**src/rtl/cafea_dispense_ctrl.sv**
```systemverilog
// Coffee machine dispense sequencer: drops cups, runs the brew pump and ejects
// change coins for one settled sale at a time, refunding in coins when the cup
// magazine is empty.
module cafea_dispense_ctrl #(
    parameter int unsigned CUP_CYCLES  = 4,
    parameter int unsigned BREW_CYCLES = 8,
    parameter int unsigned GAP_CYCLES  = 2,
    parameter int unsigned COIN_PULSE  = 3,
    parameter int unsigned COIN_GAP    = 2
) (
    input  logic       clk,
    input  logic       reset,
    input  logic       req_valid_i,
    output logic       req_ready_o,
    input  logic [1:0] req_cups_i,
    input  logic [1:0] req_change_i,
    input  logic       cup_empty_i,
    output logic       cup_drop_o,
    output logic       pump_on_o,
    output logic       coin_eject_o,
    output logic       done_o,
    output logic       fault_o
);

    localparam int unsigned CNT_W   = 16;
    localparam int unsigned CUPS_W  = 2;
    localparam int unsigned COINS_W = 4;

    // Counters count down to zero, so each state is loaded with its length minus one.
    localparam logic [CNT_W-1:0] CUP_LD   = CNT_W'(CUP_CYCLES - 1);
    localparam logic [CNT_W-1:0] BREW_LD  = CNT_W'(BREW_CYCLES - 1);
    localparam logic [CNT_W-1:0] GAP_LD   = CNT_W'(GAP_CYCLES - 1);
    localparam logic [CNT_W-1:0] PULSE_LD = CNT_W'(COIN_PULSE - 1);
    localparam logic [CNT_W-1:0] CGAP_LD  = CNT_W'(COIN_GAP - 1);

    typedef enum logic [2:0] {
        S_IDLE,
        S_CUP,
        S_BREW,
        S_GAP,
        S_COIN_ON,
        S_COIN_OFF,
        S_DONE
    } state_e;

    state_e               state_q, state_d;
    logic [CNT_W-1:0]     cnt_q, cnt_d;
    logic [CUPS_W-1:0]    cups_q, cups_d;
    logic [COINS_W-1:0]   coins_q, coins_d;
    logic                 fault_q, fault_d;

    logic [CUPS_W-1:0]    dec_cups_in;
    logic [COINS_W-1:0]   dec_coins_in;
    state_e               dec_state;
    logic [CNT_W-1:0]     dec_cnt;
    logic [CUPS_W-1:0]    dec_cups;
    logic [COINS_W-1:0]   dec_coins;
    logic                 dec_refund;

    logic                 cnt_zero;
    assign cnt_zero = (cnt_q == '0);

    // Work remaining at a decision point: fresh request when idle, latched counts after a gap.
    always_comb begin
        dec_cups_in  = cups_q;
        dec_coins_in = coins_q;
        if (state_q == S_IDLE) begin
            dec_cups_in  = req_cups_i;
            dec_coins_in = COINS_W'(req_change_i);
        end
    end

    // Decision point: brew the next cup, refund everything in coins, pay change, or finish.
    always_comb begin
        dec_state  = S_DONE;
        dec_cnt    = '0;
        dec_cups   = dec_cups_in;
        dec_coins  = dec_coins_in;
        dec_refund = 1'b0;
        if (dec_cups_in != '0 && !cup_empty_i) begin
            dec_state = S_CUP;
            dec_cnt   = CUP_LD;
        end else if (dec_cups_in != '0) begin
            dec_refund = 1'b1;
            dec_cups   = '0;
            dec_coins  = dec_coins_in + COINS_W'(dec_cups_in) * COINS_W'(3);
            dec_state  = S_COIN_ON;
            dec_cnt    = PULSE_LD;
        end else if (dec_coins_in != '0) begin
            dec_state = S_COIN_ON;
            dec_cnt   = PULSE_LD;
        end
    end

    // Next-state and datapath update for the sequencer.
    always_comb begin
        state_d = state_q;
        cnt_d   = cnt_q;
        cups_d  = cups_q;
        coins_d = coins_q;
        fault_d = fault_q;
        if (!cnt_zero) begin
            cnt_d = cnt_q - CNT_W'(1);
        end
        case (state_q)
            S_IDLE: begin
                if (req_valid_i) begin
                    state_d = dec_state;
                    cnt_d   = dec_cnt;
                    cups_d  = dec_cups;
                    coins_d = dec_coins;
                    fault_d = dec_refund;
                end
            end
            S_CUP: begin
                if (cnt_zero) begin
                    state_d = S_BREW;
                    cnt_d   = BREW_LD;
                end
            end
            S_BREW: begin
                if (cnt_zero) begin
                    cups_d = cups_q - CUPS_W'(1);
                    if (cups_q > CUPS_W'(1)) begin
                        state_d = S_GAP;
                        cnt_d   = GAP_LD;
                    end else if (coins_q != '0) begin
                        state_d = S_COIN_ON;
                        cnt_d   = PULSE_LD;
                    end else begin
                        state_d = S_DONE;
                    end
                end
            end
            S_GAP: begin
                if (cnt_zero) begin
                    state_d = dec_state;
                    cnt_d   = dec_cnt;
                    cups_d  = dec_cups;
                    coins_d = dec_coins;
                    if (dec_refund) begin
                        fault_d = 1'b1;
                    end
                end
            end
            S_COIN_ON: begin
                if (cnt_zero) begin
                    coins_d = coins_q - COINS_W'(1);
                    state_d = S_COIN_OFF;
                    cnt_d   = CGAP_LD;
                end
            end
            S_COIN_OFF: begin
                if (cnt_zero) begin
                    if (coins_q != '0) begin
                        state_d = S_COIN_ON;
                        cnt_d   = PULSE_LD;
                    end else begin
                        state_d = S_DONE;
                    end
                end
            end
            S_DONE: begin
                state_d = S_IDLE;
            end
            default: begin
                state_d = S_IDLE;
            end
        endcase
    end

    // State and datapath registers.
    always_ff @(posedge clk) begin
        if (reset) begin
            state_q <= S_IDLE;
            cnt_q   <= '0;
            cups_q  <= '0;
            coins_q <= '0;
            fault_q <= 1'b0;
        end else begin
            state_q <= state_d;
            cnt_q   <= cnt_d;
            cups_q  <= cups_d;
            coins_q <= coins_d;
            fault_q <= fault_d;
        end
    end

    // Actuator and handshake outputs registered from the next state.
    always_ff @(posedge clk) begin
        if (reset) begin
            req_ready_o  <= 1'b1;
            cup_drop_o   <= 1'b0;
            pump_on_o    <= 1'b0;
            coin_eject_o <= 1'b0;
            done_o       <= 1'b0;
        end else begin
            req_ready_o  <= (state_d == S_IDLE);
            cup_drop_o   <= (state_d == S_CUP);
            pump_on_o    <= (state_d == S_BREW);
            coin_eject_o <= (state_d == S_COIN_ON);
            done_o       <= (state_d == S_DONE);
        end
    end

    assign fault_o = fault_q;

endmodule

```
**config.mk**
```make
export PLATFORM = sky130hd
export DESIGN_NAME = cafea_dispense_ctrl
export DESIGN_NICKNAME = d
export VERILOG_FILES = /design/src/rtl/cafea_dispense_ctrl.sv
export SDC_FILE = /design/constraint.sdc
export NUM_CORES = 1
export LEC_CHECK = 0
export CAP_MARGIN = 0
export CORE_MARGIN = 1
export CORE_UTILIZATION = 30
export CTS_CLUSTER_DIAMETER = 60
export DETAILED_ROUTE_END_ITERATION = 10
export HOLD_SLACK_MARGIN = 0.12
export SETUP_SLACK_MARGIN = 0.5
export SLEW_MARGIN = 10
export SYNTH_ARGS = -nofsm -noshare
export SYNTH_HDL_FRONTEND = slang
export SYNTH_SLANG_ARGS = --single-unit
```
**constraint.sdc**
```tcl
create_clock -name clk -period 4.87 [get_ports clk]
set_input_delay 0.487 -clock clk [delete_from_list [all_inputs] [get_ports clk]]
set_output_delay 0.487 -clock clk [all_outputs]
set_load 0.1 [all_outputs]
```
Word-level counts from Yosys, hierarchy flattened
Cells that the tools add are included.
{"block": "op_classes", "n_shift": 0, "bitwise": 0, "n_mul": 1, "reduce_logical": 14, "muxes": 45, "n_lt_le_gt_ge": 1, "n_eq_ne": 14, "n_addsub": 4, "div_mod_pow": 0}
{"operator": "$mux W16", "count": 9}
{"operator": "$pmux W16 S6", "count": 1}
{"operator": "$mux W2", "count": 12}
{"operator": "$mux W3", "count": 8}
{"operator": "$mux W4", "count": 6}
{"operator": "$pmux W3 S6", "count": 1}
{"operator": "$logic_not A16 Y1", "count": 1}
{"operator": "$sub A16 B1 Y16 const B", "count": 1}
{"operator": "$eq A3 B3 Y1 const B", "count": 4}
{"operator": "$pmux W4 S3", "count": 1}
{"operator": "$reduce_and A4 Y1", "count": 3}
{"operator": "$ne A2 B2 Y1 const B", "count": 5}
{"operator": "$eq A3 B2 Y1 const B", "count": 3}
{"operator": "$reduce_bool A4 Y1", "count": 2}
{"operator": "$eq A3 B1 Y1 const B", "count": 2}
{"operator": "$logic_not A3 Y1", "count": 2}
{"operator": "$pmux W2 S3", "count": 1}
{"operator": "$reduce_bool A3 Y1", "count": 2}
{"operator": "$mux W1", "count": 5}
{"operator": "$add A4 B4 Y4", "count": 1}
{"operator": "$mul A2 B2 Y4 const B", "count": 1}
{"operator": "$reduce_bool A2 Y1", "count": 2}
{"operator": "$sub A4 B1 Y4 const B", "count": 1}
{"operator": "$gt A2 B1 Y1 const B", "count": 1}
{"operator": "4 further kinds", "count": 4}
{"block": "totals", "ram_bits": 0, "inputBits": 8, "word_cells": 89, "register_bits": 31, "mem_count": 0, "mem_bits_ro": 0, "latch_bits": 0}

Logic depth before layout (Yosys ltp)
{"block": "logic_depth", "ltp_word": 9, "ltp_mapped": 16, "mapped_depth_nobuf": 14}

Worst setup path before layout
OpenSTA, ideal clock, no wires.
{"block": "synth_path", "path_kind": "register -> register", "from": "register state_q[1]", "to": "register coins_q[3]", "required_ps": 4738, "arrival_time_ps": 2888, "synth_period_minus_slack_ps": 3019, "slack_ps": 1851, "path_buffers": 2, "path_stages_with_launch": 16, "cell_sequence": "dfxtp_1 > buf_2 > nor3_1 > buf_2 > mux2i_1 > fa_1 > inv_1 > ha_1 > inv_1 > fa_1 > xnor2_1 > nand2_1 > o22ai_1 > a22oi_1 > nor2_1 > nor3_1"}
{"block": "synth_via", "elab_chain_len": 8, "elab_cells_between_ends": 19, "classes_between": "add/sub: 1; mul: 1; eq/ne: 5; mux: 7; reduce/logical: 5"}
{"element": "start: declaration", "line_no": "46", "text": "state_e state_q, state_d;"}
{"element": "start signal: assignment", "line_no": "181", "text": "state_q <= state_d;"}
{"element": "$logic_not A3 Y1", "line_no": "67, 105"}
{"element": "$mux W2", "line_no": "67", "text": "if (state_q == S_IDLE) begin"}
{"element": "$mul A2 B2 Y4", "line_no": "86", "text": "dec_coins = dec_coins_in + COINS_W'(dec_cups_in) * COINS_W'(3);"}
{"element": "$add A4 B4 Y4", "line_no": "86"}
{"element": "$mux W4", "line_no": "83", "text": "end else if (dec_cups_in != '0) begin"}
{"element": "$mux W4", "line_no": "80", "text": "if (dec_cups_in != '0 && !cup_empty_i) begin"}
{"element": "$mux W4, on equally long branches", "line_no": "136, 107"}
{"element": "$pmux W4 S3", "line_no": "105", "text": "case (state_q)"}
{"element": "end signal: assignment", "line_no": "184", "text": "coins_q <= coins_d;"}
{"element": "end: declaration", "line_no": "49", "text": "logic [COINS_W-1:0] coins_q, coins_d;"}
Several ways; a longest one is shown, not always the timed one. The select of a mux whose other input is x is not followed.
A chain may end at the register's enable or synchronous reset.

Worst setup path after layout
{"block": "layout_path", "from": "register state_q[2]", "to": "register coins_q[3]"}
Same word-level chain as after synthesis.

==> impl_metrics.tcl <==
set metrics [dict create \
    status "completed" \
    post-cts-setup-buffers 0 \
    dieArea_um2 7370 \
    crit_fanout 23 \
    synth_cell_types 52 \
    worst_slew_pin_slew_ns 0.974 \
    start_util 0.310 \
    grt_pass1_vias 1816 \
    grt_usage 0.144 \
    drive_gt1_frac 0.0719 \
    finalSetupViolations 0 \
    worstPathRequired_ns 5.01 \
    grt_overflow 0 \
    io_buffer_count 13 \
    std_cell_rows 30 \
    ys_top_cells_by_count "32 x nor2_1, 31 x dfxtp_1, 21 x a21oi_1, 18 x nand2_1" \
    min-delay-start "coins_q[0]" \
    vias 1927 \
    cts.clk_slew.worst_paths_ns 0.07 \
    crit_start "state_q[2]" \
    grt_pass1_wl_mm 8.42 \
    cts.path.max_buffers 2 \
    period_share 0.674 \
    synth_area_leaders "dfxtp_1 29%, nor2_1 5.7%, a21oi_1 5.0%, ha_1 4.7%, nor3_1 3.6%" \
    async_flop_share 0 \
    rrSetupSlack_ns 1.59 \
    hold-path-cell-count 2 \
    synth_cells 269 \
    ant_nets 0 \
    rr_worst_depth 14 \
    synth_top_area_frac 0.294 \
    cts_max_level 2 \
    synth_top_flop_cell "dfxtp_1" \
    insertion_delay_ns 0.28 \
    diodes 0 \
    critPathArrivalTime_ns 3.42 \
    core_um2 6790 \
    routedWlPerCell_um 13.3 \
    utilization 0.358 \
    drv_slew 0 \
    post-synth-top-count-cell "nor2_1" \
    cts_sinks 31 \
    tritoncts "done" \
    nNetsFinal 295 \
    fillCellCount 711 \
    cts-resized-gates 0 \
    routed_via_density 5.15 \
    fin_skew_ns 0.00431 \
    antenna_found_initial 0 \
    ys_ff_latch 31 \
    max_freq_ghz 0.305 \
    syn-num-nets 287 \
    fin_setup_tns_ns 0 \
    drt_pre_antenna_iters 4 \
    io_pins 14 \
    hpwlAfterDp_mm 3.69 \
    die_x_um 85.8 \
    synth_edf_count 0 \
    reg2reg_to "coins_q[3]" \
    cts.root.buffer_cell "clkbuf_8" \
    hold_class "reg2reg" \
    area_growth_pct 15.3 \
    wl_mm 4.98 \
    drc 0 \
    cts_inserted_buffers 5 \
    drv_cap 0 \
    cts_hold_buf 0 \
    avgSynthCellArea_um2 7.84 \
    routabilityCongestion 0.816 \
    yosysWarnings 0 \
    yosys.area.top_type "dfxtp_1" \
    grt_start_max_net_pins 24 \
    ys_seq_area_frac 0.294 \
    critPathKind "reg2reg" \
    rsz0062_at_grt "no" \
    cp-start-kind "register" \
    period_needed_ns 3.28 \
    finalHoldViolations 0 \
    hold_end "coins_q[0]" \
    cp-end-kind "register" \
    reg2reg_from "state_q[2]" \
    relSlewSlack 0.349 \
    die_h_um 85.8 \
    dr.first_iter.drc_count 77 \
    synthesis.area_um2 2110 \
]
## placed cells by master (no fill, tap or decap), types with 4 or more instances in the layout
cell             instances
clkdlybuf4s50_1         13
clkbuf_8                 6
dfxtp_1                 31
nor2b_1                  8
nand2b_1                 7
a21oi_1                 21
xnor2_1                  7
nor2_1                  32
a211oi_1                 4
nand2_1                 18
nor3b_1                  4
nor4_1                   5
ha_1                     8
nor3_1                  15
xor2_1                   4
or4_1                    4
nand3_1                  7
o21ai_0                 13
inv_1                   15
or3_1                    5
## worst max-delay path by stage
stage            endpoint  slack, ns  cells past startpoint
4_1_cts        coins_q[3]       1.58                     14
5_1_grt        coins_q[3]       1.17                     14
6_report       coins_q[3]       1.59                     14
2_1_floorplan  coins_q[3]       1.85                     15
3_3_place_gp   coins_q[3]       1.67                     14
3_5_place_dp   coins_q[3]       1.59                     14
## metrics by stage
step                      instances  setup slack [ns]  cell area, µm²  hold WS [ns]
after floorplan                 269              1.85            2110         0.455
after global placement          366              1.67            2310         0.476
after detailed placement        366              1.59            2310         0.484
after CTS                       374              1.58            2430         0.492
after global routing            374              1.17            2430         0.530
final                           374              1.59            2430         0.492
## worst max-delay path: stages, from the launching register on
cell	delay (ns)
dfxtp_1	0.81
nor3_1	0.09
buf_4	0.21
mux2i_1	0.33
fa_1	0.47
inv_1	0.07
ha_1	0.14
inv_1	0.05
fa_1	0.37
xnor2_1	0.14
nand2_1	0.10
o22ai_1	0.13
a22oi_1	0.09
nor2_1	0.09
nor3_1	0.05
## kinds of logic after synthesis
kind of cell,Yosys count,share of synthesized area
AO/OA/AOI/OAI,66,0.206
XOR/XNOR,11,0.0457
adder cells (fa/ha/maj),10,0.0665
buffers and inverters,28,0.0522
flip-flops,31,0.294
multiplexers,2,0.00950
AND/OR/NAND/NOR,121,0.326
## metal layers
metal  share of wire  global-route usage  vias up
met2            0.47               0.242       24
met5               0                   0        -
met4           0.011              0.0409        0
met1            0.50               0.187      907
li1                -                   -      990
met3           0.027              0.0289        6
## state kept, by name (all words and copies together), names as in the netlist, 2 cells and up
register,cells
coins_q,4
state_q,3
cnt_q,16
cups_q,2
## cell type report
type | instances | area [µm²] | area share
clock buffer | 6 | 82.6 | 0.0340
sequential | 31 | 621 | 0.255
tap | 96 | 120 | 0.0494
inverter | 15 | 56.3 | 0.0232
multi-input combinational | 210 | 1380 | 0.567
timing repair buffer | 14 | 138 | 0.0566
clock inverter | 2 | 35.0 | 0.0144
Power is not shown: default switching activity piles up to over one toggle a cycle in this logic, so the estimate is an artifact.
